==> src/rtl/mips_pkg.sv <==
// Shared MIPS definitions used by the instruction ROM and its write-side loader.
package mips_pkg;

   localparam logic [31:0] HALT_WORD = 32'hFFFF_FFFF;

   typedef enum logic [1:0] {
      ST_IDLE  = 2'd0,
      ST_LOAD  = 2'd1,
      ST_DONE  = 2'd2,
      ST_ERROR = 2'd3
   } loader_state_e;

   // Number of bits needed to hold the given value (address width for depth-1).
   function automatic int unsigned clogb2(input int unsigned value);
      int unsigned v;
      int unsigned bits;
      v    = value;
      bits = 0;
      while (v > 0) begin
         v    = v >> 1;
         bits = bits + 1;
      end
      return bits;
   endfunction

endpackage

==> src/rtl/loader_timeout_counter.sv <==
// Inter-byte watchdog: reloads on every accepted byte, counts down while enabled.
module loader_timeout_counter
   import mips_pkg::*;
#(
   parameter int unsigned TIMEOUT_CYCLES = 1000000
) (
   input  logic clk,
   input  logic rst_n,
   input  logic load,
   input  logic en,
   output logic expired_c
);

   localparam int unsigned     CNT_W  = clogb2(TIMEOUT_CYCLES);
   localparam logic [CNT_W-1:0] RELOAD = CNT_W'(TIMEOUT_CYCLES - 1);

   logic [CNT_W-1:0] count_q;

   always_ff @(posedge clk or negedge rst_n) begin
      if (!rst_n) begin
         count_q <= '0;
      end else if (load) begin
         count_q <= RELOAD;
      end else if (en && (count_q != '0)) begin
         count_q <= count_q - CNT_W'(1);
      end
   end

   assign expired_c = (count_q == '0);

endmodule

==> src/rtl/instr_mem_loader.sv <==
// Assembles a big-endian UART byte stream into 32-bit words and writes them to the instruction BRAM.
module instr_mem_loader
   import mips_pkg::*;
#(
   parameter int unsigned RAM_WIDTH      = 32,
   parameter int unsigned RAM_DEPTH      = 2048,
   parameter int unsigned ADDR_W         = clogb2(RAM_DEPTH - 1),
   parameter int unsigned TIMEOUT_CYCLES = 1000000
) (
   input  logic                 clka,
   input  logic                 rsta_n,
   input  logic                 i_start,
   input  logic [7:0]           i_rx_data,
   input  logic                 i_rx_valid,
   output logic                 o_wea,
   output logic [ADDR_W-1:0]    o_addra,
   output logic [RAM_WIDTH-1:0] o_dina,
   output logic                 o_busy,
   output logic                 o_done,
   output logic                 o_full,
   output logic                 o_error,
   output logic [ADDR_W:0]      o_word_count
);

   localparam int unsigned SHIFT_W = RAM_WIDTH - 8;

   loader_state_e        state_q, state_d;
   logic [1:0]           byte_cnt_q, byte_cnt_d;
   logic [SHIFT_W-1:0]   shift_q, shift_d;
   logic [ADDR_W-1:0]    word_idx_q, word_idx_d;
   logic                 wea_d, busy_d, done_d, full_d, error_d;
   logic [ADDR_W-1:0]    addra_d;
   logic [RAM_WIDTH-1:0] dina_d;
   logic [ADDR_W:0]      word_count_d;
   logic                 byte_accept_c;
   logic                 tmo_run_c;
   logic                 tmo_expired_c;

   assign tmo_run_c = (state_q == ST_LOAD) && (byte_cnt_q != 2'd0);

   loader_timeout_counter #(
      .TIMEOUT_CYCLES (TIMEOUT_CYCLES)
   ) u_timeout (
      .clk       (clka),
      .rst_n     (rsta_n),
      .load      (byte_accept_c),
      .en        (tmo_run_c),
      .expired_c (tmo_expired_c)
   );

   // Next state and next registered outputs.
   always_comb begin
      state_d       = state_q;
      byte_cnt_d    = byte_cnt_q;
      shift_d       = shift_q;
      word_idx_d    = word_idx_q;
      wea_d         = 1'b0;
      addra_d       = o_addra;
      dina_d        = o_dina;
      word_count_d  = o_word_count;
      full_d        = o_full;
      error_d       = o_error;
      byte_accept_c = 1'b0;

      case (state_q)
         ST_LOAD: begin
            // Write cycle: advance the index and decide whether the load ends here.
            if (o_wea) begin
               word_idx_d   = word_idx_q + ADDR_W'(1);
               word_count_d = o_word_count + (ADDR_W + 1)'(1);
               if (o_dina == HALT_WORD) begin
                  state_d = ST_DONE;
               end else if (word_idx_q == ADDR_W'(RAM_DEPTH - 1)) begin
                  state_d = ST_DONE;
                  full_d  = 1'b1;
               end
            end
            if (state_d == ST_LOAD) begin
               if (i_rx_valid) begin
                  byte_accept_c = 1'b1;
                  byte_cnt_d    = byte_cnt_q + 2'd1;
                  shift_d       = {shift_q[SHIFT_W-9:0], i_rx_data};
                  if (byte_cnt_q == 2'd3) begin
                     wea_d   = 1'b1;
                     addra_d = word_idx_q;
                     dina_d  = {shift_q, i_rx_data};
                  end
               end else if (tmo_run_c && tmo_expired_c) begin
                  state_d    = ST_ERROR;
                  error_d    = 1'b1;
                  byte_cnt_d = 2'd0;
                  shift_d    = '0;
               end
            end
         end
         default: begin
            if (i_start) begin
               state_d      = ST_LOAD;
               byte_cnt_d   = 2'd0;
               shift_d      = '0;
               word_idx_d   = '0;
               word_count_d = '0;
               full_d       = 1'b0;
               error_d      = 1'b0;
            end
         end
      endcase

      busy_d = (state_d == ST_LOAD);
      done_d = (state_d == ST_DONE);
   end

   always_ff @(posedge clka or negedge rsta_n) begin
      if (!rsta_n) begin
         state_q      <= ST_IDLE;
         byte_cnt_q   <= 2'd0;
         shift_q      <= '0;
         word_idx_q   <= '0;
         o_wea        <= 1'b0;
         o_addra      <= '0;
         o_dina       <= '0;
         o_busy       <= 1'b0;
         o_done       <= 1'b0;
         o_full       <= 1'b0;
         o_error      <= 1'b0;
         o_word_count <= '0;
      end else begin
         state_q      <= state_d;
         byte_cnt_q   <= byte_cnt_d;
         shift_q      <= shift_d;
         word_idx_q   <= word_idx_d;
         o_wea        <= wea_d;
         o_addra      <= addra_d;
         o_dina       <= dina_d;
         o_busy       <= busy_d;
         o_done       <= done_d;
         o_full       <= full_d;
         o_error      <= error_d;
         o_word_count <= word_count_d;
      end
   end

endmodule

==> config.mk <==
export PLATFORM = sky130hd
export DESIGN_NAME = instr_mem_loader
export DESIGN_NICKNAME = d
export VERILOG_FILES = /design/src/rtl/mips_pkg.sv /design/src/rtl/loader_timeout_counter.sv /design/src/rtl/instr_mem_loader.sv
export SDC_FILE = /design/constraint.sdc
export NUM_CORES = 1
export LEC_CHECK = 0
export CORE_ASPECT_RATIO = 0.75
export CORE_MARGIN = 5
export CORE_UTILIZATION = 50
export CTS_CLUSTER_DIAMETER = 60
export DETAILED_ROUTE_END_ITERATION = 7
export PLACE_DENSITY = 0.81
export SETUP_SLACK_MARGIN = 0.02
export SYNTH_ARGS = -nofsm -noshare
export SYNTH_HDL_FRONTEND = slang
export SYNTH_HIERARCHICAL = 1
export SYNTH_SLANG_ARGS = --single-unit
==> constraint.sdc <==
create_clock -name clka -period 3.1 [get_ports clka]
set_input_delay 0.775 -clock clka [delete_from_list [all_inputs] [get_ports clka]]
set_output_delay 0.775 -clock clka [all_outputs]
set_load 0.05 [all_outputs]
==> out/metrics.yaml <==
worst_setup_path:
  crit_cells: 8
  worst_path_max_delay_cell: "and4_1"
  reg2regPathDepth: 8
  cpPeakStageDelay_ns: 0.50
  cp-startpoint: "u_timeout/count_q[16]$_DFFE_PN0P_"
  crit_chain: "nor3_1 -> and4_1 -> and2_1 -> a211o_1 -> o21ai_0 -> a21oi_4 -> buf_4 -> mux2i_1"
  path_max_fanout: 26
  timing.rr.end: "shift_q[13]$_DFFE_PN0P_"
  timing.rr.start: "u_timeout/count_q[16]$_DFFE_PN0P_"
  crit_path_end_kind: "flip-flop"
  cp-endpoint: "shift_q[13]$_DFFE_PN0P_"
  path_class: "flip-flop to flip-flop"
  arrival_ns: 3.09
  worst_setup_path_start_kind: "flip-flop"
  reg2reg_setup_slack_ns: 0.33
  critPathBufInv: 1
  critPathTopFamily: "simple AND/OR/NAND/NOR gates"
  crit_required_ns: 3.42
clock_network:
  cts_resized: 0
  clk_latency_ns: 0.41
  clkSinkCount: 119
  htreeDepth: 4
  cts_buffers: 17
  cts_setup_buffers: 0
  cts_hold_buf: 0
  clockRootBuffer: "clkbuf_16"
  clockBufferDepth: 2
  cts_tree: "yes"
  path_clk_slew_ns: 0.06
placed_design:
  hpwlAfterDp_mm: 8.198
  dp.cells: 676
  routabilityCongestion: 0.7988
  pre_cts_ws_ns: 0.3746
  port_buffers: 71
detailed_routing:
  drcViolationCount: 0
  ant_nets: 0
  drtIter0Drc: 346
  vias: 3860
  drt_pass1_iterations: 4
  routedWlPerCell_um: 16.80
  avgViaCountPerCell: 5.460
  wl_mm: 11.88
power:
  power_frac_comb_pct: 29.6
  internal-power_mw: 3.803
  leakagePower_nw: 3.033
  swShare_pct: 35.16
  switching_power_mw: 2.062
  p_clk_share_pct: 34.3
  ir_drop_v: 0.0007941
  power_density_mw_per_mm2: 839.6
  finalPower_mw: 5.865
  seqPwrFrac_pct: 36.1
synth:
  synth_enable_flop_cells: 0
  synthesis.nets: 488
  avgSynthCellArea_um2: 11.65
  ys_warn_count: 6
  synth_cell_type_count: 57
  syn-cell-area_mm2: 0.005477
  synth_seq_cells: 119
  synthArstFlopShare_pct: 100.0
  synthCells: 470
  seq_area_frac_synth_pct: 54.38
  synth_flop_cell: "dfrtp_1"
die:
  die_y_um: 100.6
  start_util_pct: 50.62
  row_count: 33
  die_w_um: 130.8
  design.core.area_mm2: 0.01082
  io_pins: 72
  die_area_mm2: 0.01317
status:
  status: "finished, final reports clean"
timing:
  worst_slack_ns: 0.3297
  finalCriticalPeriod_ns: 2.770
  maxSlewHeadroom_pct: 50.73
  finClkSkew_ns: 0.006142
  rsz0062_at_grt: "no"
  finalSetupViolCount: 0
  worst-slew-pin-transition_ns: 0.7390
  tns_ns: 0
  fin_crit_sh_pct: 89.37
  slew_viol_final: 0
  finalHoldViolCount: 0
  fmax_mhz: 361.0
flow_run:
  drv_cap: 0
global_route:
  antenna_found_initial: 0
  grt_pass1_wl_mm: 19.59
  overflow: 0
  groute.usage.overall_pct: 19.21
  grt_pass1_vias: 3892
  grt_max_degree: 57
final_layout:
  final_nets: 573
  antenna_cells: 0
  syn2layout_area_growth_pct: 27.55
  fill_cells: 808
  instances_no_fill: 707
  layout-drive-gt1-share_pct: 17.81
min_path:
  hold_path.class: "input port to async pin"
-- sequential cells by signal, indices dropped and copies added (netlist names) --
name / count
shift_q: 24
word_idx_q: 11
byte_cnt_q: 2
o_done: 1
u_timeout/count_q: 20
o_word_count: 12
o_busy: 1
o_dina: 32
o_full: 1
state_q: 2
o_error: 1
o_addra: 11
o_wea: 1
-- cells in the mapped netlist, types with 2 or more instances --
master	n	share of area (%)
dfrtp_1	119	54
nand2_1	43	2.9
inv_1	34	2.3
mux2_2	33	6.8
nor2_1	32	2.2
mux2i_1	27	4.9
xnor2_1	23	3.7
nand4_1	14	1.6
a21oi_1	13	1.2
mux2_4	10	2.7
nor3_1	10	0.91
buf_6	8	1.6
clkbuf_1	8	0.55
nand3_1	8	0.73
o21ai_0	8	0.73
ha_1	6	1.4
nand2b_1	6	0.69
nor4_1	6	0.69
xor2_1	4	0.64
a2111oi_0	3	0.48
and2_1	3	0.34
and4_1	3	0.48
nor3b_1	3	0.41
or3_1	3	0.34
a211o_1	2	0.32
a21o_1	2	0.27
a22o_1	2	0.32
a31oi_1	2	0.23
and3_1	2	0.23
nor2b_1	2	0.23
nor4_2	2	0.46
nor4b_2	2	0.55
o21bai_1	2	0.27
or4_4	2	0.41
-- per-stage QoR --
stage / util, % / instance area (um^2) / hold slack (ns)
2_1_floorplan: - / 5477 / 0.4793
3_3_place_gp: 58.89 / 6371 / 0.4921
3_5_place_dp: 58.89 / 6371 / 0.4941
4_1_cts: 64.57 / 6985 / 0.4466
5_1_grt: 64.57 / 6985 / 0.4932
6_report: 64.57 / 6985 / 0.4259
-- layout by cell type (no fill, tap or decap), types with 8 or more instances in the layout --
cell type and n:
nor3_1 10, a21oi_1 12, nand4_1 14, inv_1 34
nand2_1 43, mux2i_1 27, xnor2_1 23, mux2_4 10
buf_4 10, o21ai_0 8, mux2_2 33, clkbuf_16 17
dfrtp_1 119, nor2_1 32, nand3_1 8, clkdlybuf4s50_1 70
-- final cells by class --
type / instances / area (um^2) / share of cell area [%]
Clock buffer: 20 / 466.7 / 6.681
Clock inverter: 11 / 147.6 / 2.114
Inverter: 34 / 127.6 / 1.827
Multi-Input combinational cell: 300 / 2255 / 32.28
Sequential cell: 119 / 2978 / 42.63
Tap cell: 140 / 175.2 / 2.508
Timing Repair Buffer: 83 / 835.8 / 11.96
-- worst register-to-register path: cells and delay by family (launching register included) --
| family | cells | cell delay (ns) |
|---|---|---|
| compound gates | 3 | 0.44 |
| flops | 1 | 0.41 |
| simple gates | 3 | 1.15 |
| mux | 1 | 0.28 |
| buf+inv | 1 | 0.40 |
-- logic make-up after synthesis --
group | Yosys count | share of synthesized area, %
fa+ha+maj | 6 | 1.371
buf+inv | 51 | 4.661
mux | 70 | 14.46
flops | 119 | 54.38
compound gates | 48 | 6.169
xor+xnor | 27 | 4.318
simple gates | 149 | 14.65
-- routing by layer --
| metal | track usage [%] | vias up | part of all wire (%) |
|---|---|---|---|
| li1 | - | 1817 | - |
| met1 | 26.76 | 1911 | 46 |
| met2 | 28.73 | 118 | 46 |
| met3 | 6.250 | 14 | 6.4 |
| met4 | 6.087 | 0 | 1.4 |
| met5 | 0 | - | 0 |
-- worst min-delay path by stage --
| stage | slack [ns] | start | endpoint | depth (start not counted) |
|---|---|---|---|---|
| finish | 0.43 | rsta_n | o_dina[20]$_DFFE_PN0P_ | 1 |
| global route | 0.49 | rsta_n | o_dina[20]$_DFFE_PN0P_ | 1 |
| CTS | 0.45 | rsta_n | shift_q[19]$_DFFE_PN0P_ | 1 |
| detailed placement | 0.49 | o_addra[7]$_DFFE_PN0P_ | o_addra[7]$_DFFE_PN0P_ | 1 |
| global placement | 0.49 | o_addra[4]$_DFFE_PN0P_ | o_addra[4]$_DFFE_PN0P_ | 1 |
| floorplan | 0.48 | rsta_n | byte_cnt_q[0]$_DFFE_PN0P_ | 0 |
-- power by group through the flow --
stage	Clock [mW]	Sequential, mW	Combinational, mW
2_1_floorplan	0	2.77	0.440
3_3_place_gp	0	2.11	1.70
3_5_place_dp	0	2.12	1.73
4_1_cts	2.04	2.11	1.75
5_1_grt	2.12	2.15	1.83
6_report	2.01	2.12	1.74
Note: power is estimated with default switching activity, not from simulation.
==> RTL edit: new RTL, same flow settings <==
Take the reset off `shift_q` and load it in a clocked block of its own.
--- a/src/rtl/instr_mem_loader.sv
+++ b/src/rtl/instr_mem_loader.sv
@@ -116,3 +116,2 @@
          byte_cnt_q   <= 2'd0;
-         shift_q      <= '0;
          word_idx_q   <= '0;
@@ -129,3 +128,2 @@
          byte_cnt_q   <= byte_cnt_d;
-         shift_q      <= shift_d;
          word_idx_q   <= word_idx_d;
@@ -142,2 +140,6 @@
 
+   always_ff @(posedge clka) begin
+      shift_q <= shift_d;
+   end
+
 endmodule
Function: same outputs for any inputs over 4 cycles, from zero or initial values and one cycle with rsta_n low; that may be too few to reach the edited logic, so the function may still have changed.
==> RTL edit against the unedited design <==
  * Clock skew increased by 5.8 ps
  * Synthesized area decreased by 2.4%
  * Routed wire length decreased by 3.9%
  * Sequential cell count unchanged
  * Worst setup slack improved by 3.7 ps
  * Clock power decreased by 2%
  * Total power increased by 12%
  * Design area decreased by 1.8%
  * First-iteration DRC count decreased by 28%
  * Critical path type unchanged
==> RTL edit: results (changes against the unedited design) <==
- Status: completed
- Routed vias: 3,636 (-5.8%)
- Total GRT Usage: 19.06% (-0.15 points)
- First-pass GRT wire length: 19,490 µm (-0.50%)
- Clock Root Buffer: clkbuf_16
- Htree depth: 4 (unchanged)
- Setup WS pre-CTS: 372.2 ps (-2.433 ps)
- Synth top area cells: dfrtp_1 (44%), edfxtp_1 (13%), mux2_4 (8.4%)
- Share of flip-flops with an asynchronous set or reset: 79.83% (-20 points)
- Post-detail-place hpwl: 7479 µm (-8.8%)
- Post-CTS sizing: 0 (unchanged)
- Layout Nets: 528 (-7.9%)
- DP Area: 6255 µm² (-1.8%)
- Slowest-stage cell, CP: or4_1
- Synthesized Nets: 441 (-9.6%)
- Share of cells above drive strength 1: 16.06% (-1.8 points)
- Sequential share of the synthesized area: 57.99% (+3.6 points)
- Pleak: 2.937 nW (-3.2%)
- Clock Skew: 11.99 ps (+5.849 ps)
- Avg WL per Cell: 17.32 µm (+3.1%)
- Bufs on Longest Clock Path: 2 (unchanged)
- Largest net degree at the start of global routing: 96 (+68%)
- R2R setup slack: 330 ps
- Routability cong.: 0.8349 (+4.5%)
- Synth Instances: 423 (-10%)
- DR iter-0 viols: 249 (-28%)
- Finished Layout Cells: 659 (-6.8%)
- Rel. slew slack: 26.90% (-24 points)
- Worst vdd ir: 0.7048 mV (-11%)
- Inserted Diodes: 0 (unchanged)
- Cells after DPL: 627 (-7.2%)
- Hold_ws: 422.6 ps (-3.328 ps)
- Worst path max stage delay: 660 ps (+160 ps)
- Top cell types by occurrence after synthesis: dfrtp_1 (95), nor2_1 (37), mux2_4 (30)
- Ratio of final minimum period to clock period: 89.25% (-0.12 points)
- Distinct cells, synth: 57 (unchanged)
- Worst-path maximum fanout: 24 (-7.7%)
- Largest regs: o_dina x32, shift_q x24, u_timeout/count_q x20
- Number of synthesized flops with an enable pin: 24 (+24)
- HP Class: input port to asynchronous set/reset pin
- Vias in the first global route: 3,864 (-0.72%)
- Data arrival, critical path: 2870 ps (-220 ps)
[RTL edit: power by group]
group,internal [mW],switching [mW],leakage (nW)
Combinational,0.892,1.41,1.22
Clock,1.31,0.658,0.294
Sequential,1.96,0.336,1.42
Total,4.16,2.41,2.94
[RTL edit: cells by family (layout without fill, tap and decap cells)]
logic type	after synthesis	in the layout	share of synthesized area [%]
AOI/OAI and AO/OA	42	42	5.574
xor gates and xnor gates	28	28	4.590
adders and majority gates	6	6	1.405
buffers and inverters	27	127	2.529
DFF	119	119	57.99
muxes	46	46	11.73
and+or+nand+nor	155	155	16.18
[RTL edit: cell type report]
type / instances / area (µm²)
clock inverter: 7 / 90.09
timing repair buffer: 82 / 828.3
tap: 136 / 170.2
clock buffer: 25 / 516.7
fill: 730 / 3508
inverter: 13 / 48.80
sequential: 119 / 3098
multi-input combinational: 277 / 2110
[RTL edit: per-layer routing]
layer / GRT usage (%) / wire length, µm / up-vias
met5: 0 / 0 / -
met4: 7.183 / 214 / 0
met1: 25.80 / 5229 / 1804
met3: 6.495 / 600 / 24
li1: - / - / 1695
met2: 28.50 / 5370 / 113
[RTL edit: final timing paths]
| path | depth (start not counted) | startpoint | to |
|---|---|---|---|
| max in group asynchronous | 2 | rsta_n | o_addra[1]$_DFFE_PN0P_ |
| min in group clka | 1 | shift_q[7]$_SDFFCE_PN0P_ | o_dina[15]$_DFFE_PN0P_ |
| min reg2reg | 1 | shift_q[7]$_SDFFCE_PN0P_ | o_dina[15]$_DFFE_PN0P_ |
| min | 2 | rsta_n | o_dina[27]$_DFFE_PN0P_ |
| max | 8 | u_timeout/count_q[10]$_DFFE_PN0P_ | shift_q[18]$_SDFFCE_PN0P_ |
| max reg2reg | 8 | u_timeout/count_q[10]$_DFFE_PN0P_ | shift_q[18]$_SDFFCE_PN0P_ |
